===== config.mk =====
export PLATFORM = sky130hd
export DESIGN_NAME = unpadding
export DESIGN_NICKNAME = d
export VERILOG_FILES = /design/src/rtl/unpadding.sv
export SDC_FILE = /design/constraint.sdc
export NUM_CORES = 1
export LEC_CHECK = 0
export ABC_AREA = 1
export ABC_CLOCK_PERIOD_IN_PS = 4320
export CAP_MARGIN = 20
export CORE_MARGIN = 10
export CORE_UTILIZATION = 52
export DETAILED_ROUTE_END_ITERATION = 16
export GPL_ROUTABILITY_DRIVEN = 0
export GPL_TIMING_DRIVEN = 1
export MAX_ROUTING_LAYER = met4
export PLACE_DENSITY = 0.91
export RECOVER_POWER = 100
export SLEW_MARGIN = 30
export SYNTH_ARGS = -nofsm -noshare
export SYNTH_HDL_FRONTEND = slang
export SYNTH_SLANG_ARGS = --single-unit

===== constraint.sdc =====
create_clock -name clk -period 4.32 [get_ports clk]
set_clock_uncertainty 0.1 [all_clocks]
set_input_delay 1.296 -clock clk [delete_from_list [all_inputs] [get_ports clk]]
set_output_delay 1.296 -clock clk [all_outputs]
set_load 0.1 [all_outputs]

===== src/rtl/unpadding.sv =====
// +----------------------------------------------------------------------+
// | unpadding : crops the PADDING-wide border ring off a padded frame     |
// |             stream and flags non-zero border pixels.                  |
// | Revision  : 1.0                                                       |
// +----------------------------------------------------------------------+
`default_nettype none

module unpadding #(
  parameter int N       = 8,
  parameter int CHANNEL = 3,
  parameter int SIZE    = 32,
  parameter int PADDING = 1
) (
  input  logic                 clk,
  input  logic                 rst_n,
  input  logic                 input_vld,
  input  logic [CHANNEL*N-1:0] input_din,
  output logic [CHANNEL*N-1:0] crop_dout,
  output logic                 crop_dout_vld,
  output logic                 crop_dout_end,
  output logic                 border_err
);

  localparam int W  = SIZE + 2 * PADDING;
  localparam int CW = (W > 1) ? $clog2(W) : 1;
  localparam int DW = CHANNEL * N;

  localparam logic [CW-1:0] LAST = CW'(W - 1);
  localparam logic [31:0]   LO   = 32'(PADDING);
  localparam logic [31:0]   HI   = 32'(PADDING + SIZE);

  logic [CW-1:0] col_q, col_d;
  logic [CW-1:0] row_q, row_d;
  logic [DW-1:0] dout_q, dout_d;
  logic          vld_q, vld_d;
  logic          end_q, end_d;
  logic          err_q, err_d;

  logic [31:0]   row_ext;
  logic [31:0]   col_ext;
  logic          inner;
  logic          first;
  logic          last;
  logic          border_hit;

  always_comb begin
    row_ext    = 32'(row_q);
    col_ext    = 32'(col_q);
    inner      = (row_ext >= LO) && (row_ext < HI) &&
                 (col_ext >= LO) && (col_ext < HI);
    first      = (row_q == '0) && (col_q == '0);
    last       = (row_q == LAST) && (col_q == LAST);
    border_hit = !inner && (|input_din);

    col_d  = col_q;
    row_d  = row_q;
    dout_d = dout_q;
    vld_d  = 1'b0;
    end_d  = end_q;
    err_d  = err_q;

    if (input_vld) begin
      vld_d = inner;
      if (inner) begin
        dout_d = input_din;
      end

      // Frame start clears stale error status; a faulty beat 0 re-arms it.
      if (first) begin
        end_d = 1'b0;
        err_d = border_hit;
      end else if (border_hit) begin
        err_d = 1'b1;
      end

      // For a 1x1 frame start and end coincide and end must win.
      if (last) begin
        end_d = 1'b1;
      end

      if (col_q == LAST) begin
        col_d = '0;
        row_d = last ? '0 : row_q + 1'b1;
      end else begin
        col_d = col_q + 1'b1;
      end
    end
  end

  always_ff @(posedge clk) begin
    if (!rst_n) begin
      col_q  <= '0;
      row_q  <= '0;
      dout_q <= '0;
      vld_q  <= 1'b0;
      end_q  <= 1'b1;
      err_q  <= 1'b0;
    end else begin
      col_q  <= col_d;
      row_q  <= row_d;
      dout_q <= dout_d;
      vld_q  <= vld_d;
      end_q  <= end_d;
      err_q  <= err_d;
    end
  end

  assign crop_dout     = dout_q;
  assign crop_dout_vld = vld_q;
  assign crop_dout_end = end_q;
  assign border_err    = err_q;

endmodule

`default_nettype wire


## Yosys cells after proc, flatten, opt, wreduce, memory -nomap -nowiden

Index checks and enable logic that the tools add are counted.

| word-level totals | value |
|---|---|
| flip-flop bits (word level) | 39 |
| output and inout bits | 27 |
| logic and storage cells | 37 |

| operators by class | value |
|---|---|
| add/sub/neg operators | 2 |
| $lt $le $gt $ge | 4 |
| equality and inequality tests | 2 |
| muxes and demuxes | 6 |
| reductions and logical operators | 17 |

Operators by type and width:

| kind | number |
|---|---|
| $reduce_or A24 Y1 | 1 |
| $add A6 B1 Y6 const B | 2 |
| $eq A6 B6 Y1 const B | 2 |
| $ge A6 B1 Y1 const B | 2 |
| $logic_not A6 Y1 | 2 |
| $lt A6 B6 Y1 const B | 2 |
| $mux W6 | 2 |
| $reduce_and A2 Y1 | 5 |
| $logic_and A1 B1 Y1 | 6 |
| $mux W1 | 4 |
| $reduce_bool A2 Y1 | 2 |
| $logic_not A1 Y1 | 1 |

## Logic depth before layout (Yosys ltp)

| depth | value |
|---|---|
| word-level depth | 8 |
| depth in mapped cells | 13 |
| depth with buffers taken out | 12 |

## Worst setup path after synthesis

Ideal clock, no wire load.

| path | value |
|---|---|
| path kind | reg-to-output |
| start | register err_q (netlist: border_err) |
| end | output border_err |
| arrival time | 0.925 ns |
| required time | 2.924 ns |
| slack | 1.999 ns |
| cell stages (with the launch flop) | 1 |
| path buffers | 0 |
| path through | dfxtp_1 |

RTL lines:

| what | line | RTL |
|---|---|---|
| from (decl) | 37 | `logic err_q, err_d;` |
| from (signal assigned) | 104 | `err_q <= err_d;` |
| to (decl) | 21 | `output logic border_err` |

No word-level cell between the ends.

## Final worst setup path

| path | value |
|---|---|
| start | register dout_q[19] (netlist: crop_dout[19]) |
| end | output crop_dout[19] |

RTL lines:

| what | line | RTL |
|---|---|---|
| from (decl) | 34 | `logic [DW-1:0] dout_q, dout_d;` |
| from (signal assigned) | 101 | `dout_q <= dout_d;` |
| to (decl) | 18 | `output logic [CHANNEL*N-1:0] crop_dout,` |

No word-level cell between the ends.

==> metrics.md <==
| Metric | Value |
|---|---|
| Largest net degree at the start of global routing | 32 |
| Bufs and invs on worst path | 1 |
| CTS Hold Bufs | 0 |
| Initial antenna violation count | 0 |
| Register area | 781 um^2 |
| Async SR Flop Fraction | 0% |
| Clk slew on worst S/H paths | 70 ps |
| # diodes | 0 |
| Leak | 1.42 nW |
| Synth top cells by count | nand2_1, inv_1, nor2_1, dfxtp_1, nand4_1 |
| R2R cell count | 10 |
| Area growth, synth to finish | 30.2% |
| Hold Path Stages | 2 |
| Worst r2r dst | crop_dout[12] |
| CP max stage delay | 1220 ps |
| Vias in the first global route | 1,888 |
| Initial Util | 53.2% |
| H-tree depth | 2 |
| Dpl hpwl | 3800 um |
| Hold Fails Final Rpt | 0 |
| Initial DRC Count | 121 |
| Net count, final | 417 |
| VDD IR max | 0.169 mV |
| Final min period | 3260 ps |
| Post-CTS Setup Bufs | 0 |
| Critical path cell sequence | dlygate4sd3_1 |
| WHS | 360 ps |
| Mapped Cells | 333 |
| Yosys reg bits | 39 |
| IO buf count | 53 |
| Critical Path RT | 2920 ps |
| Layout cells sized above 1 | 3.38% |
| Total wire length | 5130 um |
| CP delay by family, top | buffers and inverters |
| Number of vias in the routed layout | 2,066 |
| Fin cells | 435 |
| Via/cell ratio | 4.75 |
| Multi-input gate area in the final layout | 931 um^2 |
| Yosys top cell by area | dfxtp_1 |
| Post-Synth Adder-Cell Area | 3.55% |
| Crit Path Class | flip-flop to output pin |
| Unique masters post-synth | 24 |
| Crit path max fanout | 2 |
| Total power | 0.737 mW |
| Die area | 0.00701 mm^2 |
| Worst Max-Slew Pin Slew | 996 ps |
| Max-slew headroom | 33.4% |
| Mux cell area share after synthesis | 0% |
| Final setup viols | 0 |
| GRT Util Overall | 14.6% |
| Inst Count DP | 427 |
| Worst-skew pair later-pin latency | 290 ps |
| Unrepaired setup endpoints after global routing | false |
| Fin crit share | 75.6% |
| Synth Flop Type | dfxtp_1 |
| DRC Markers | 0 |
| Clock tree buffer depth | 2 |
| Hold EP | crop_dout_end |
| Die height | 83.7 um |
| Post-synthesis compound-gate area fraction | 2.01% |
| Row count | 23 |
| Synth area leaders | dfxtp_1, nand2_1, inv_1 |
| Most frequent cell after synthesis | nand2_1 |
| CP arrival | 1870 ps |
| Post-DR wirelength/cell | 11.8 um |
| Die width | 83.7 um |
| R2r setup slk | 1240 ps |
| I/O Pins | 54 |
| Crit end category | output pin |
| Max-slew violation count | 0 |
| Root Buffer | clkbuf_8 |
| Crit Reg-Reg Startpoint | col_q[0] |
| Status | finished clean |
| Power Dens Cells | 268 mW/mm^2 |
| # clock sinks | 39 |
| Critical path launch point type | flip-flop |
| Post-layout util | 69.3% |
| Post-DRT Antenna Nets | 0 |
| Largest family of logic cells by synthesized area | simple AND/OR/NAND/NOR gates |
| Syn. warnings | 0 |
| GRT overflow | 0 |
| Top cell type's share of synthesized area | 37.0% |
| CTS tree | built |
| Drt pass-1 iters | 4 |
| Mapped Area | 0.00211 mm^2 |
| Hold Path Origin | crop_dout_end |
| Worst min path class | flip-flop to flip-flop |
| Mapped Nets | 366 |
| Core area | 0.00397 mm^2 |
| Max Fclk | 0.306 GHz |
| First-pass GRT wire length | 8430 um |
| Post-synthesis xor/xnor area fraction | 1.66% |
| Fillers | 352 |
| Setup tns final | 0 ps |
| Maxcap violations | 0 |
| Post-synthesis sequential area ratio | 37.0% |
| CTS buffer count | 5 |
| Cts repair resizes | 0 |
| Post-synth EDFFs | 0 |
| Mean Syn Cell Area | 6.34 um^2 |
| Slowest cell on crit path | dlygate4sd3_1 |
| Post-synthesis simple-gate area fraction | 37.4% |
-- worst max path at each step --
stage               endpoint  slack, ps           from  cells after the start
6_report       crop_dout[19]       1060  crop_dout[19]                      1
5_1_grt        crop_dout[16]        920       col_q[0]                     10
4_1_cts        crop_dout[19]       1110  crop_dout[19]                      1
3_5_place_dp        row_q[2]       1230      input_vld                      7
3_3_place_gp        row_q[2]       1330      input_vld                      7
2_1_floorplan     border_err       2000     border_err                      0
-- cell usage in the layout (no fill, tap or decap) --
cell type and n:
nand2_1 78, buf_4 2, dlygate4sd3_1 28, and3_1 1, ha_1 6, nand4_1 29
a211oi_1 2, nor2_2 2, nor2_8 1, xnor2_1 2, dfxtp_1 39, nor2_1 57
nor3_1 1, inv_1 77, a21oi_1 4, clkbuf_8 7, clkdlybuf4s50_1 25, clkinv_1 10
a22oi_1 1, clkbuf_1 2, xor2_1 2, nand2_2 1, nand3_1 8
-- flip-flops by register name, indices dropped and copies added (netlist names) --
name	cells
col_q	6
crop_dout_vld	1
crop_dout	24
row_q	6
crop_dout_end	1
border_err	1
-- stage by stage --
stage / setup slack [ps] / cell area [um^2]
floorplan: 2000 / 2110
global placement: 1330 / 2670
detailed placement: 1230 / 2670
CTS: 1110 / 2770
global route: 920 / 2750
finish: 1060 / 2750
-- per-layer routing --
metal  wire length (um)  global-route usage, %
met1               2240                   15.1
met5                  0                      -
met2               2530                   25.3
met4                 99                   5.63
met3                255                   4.49
-- power breakdown --
| group | switching [mW] | leakage, nW | internal [mW] |
|---|---|---|---|
| clock | 0.125 | 0.0515 | 0.146 |
| combinational | 0.0626 | 1.05 | 0.0376 |
| sequential | 0.00258 | 0.315 | 0.363 |
-- layout make-up --
cell class,instances,share of cell area (%)
clock buffer,8,3.64
sequential,39,28.4
multi-input combinational,195,33.8
tap,50,2.27
timing repair buffer,56,20.0
inverter,87,11.9
-- cell families (layout without fill, tap and decap cells) --
kind of cell | Yosys count | in the layout
and+or+nand+nor | 178 | 178
AOI/OAI and AO/OA | 7 | 7
DFF | 39 | 39
xor gates and xnor gates | 4 | 4
buffers and inverters | 99 | 151
adders and majority gates | 6 | 6
Note: power is estimated with default switching activity, not from simulation.
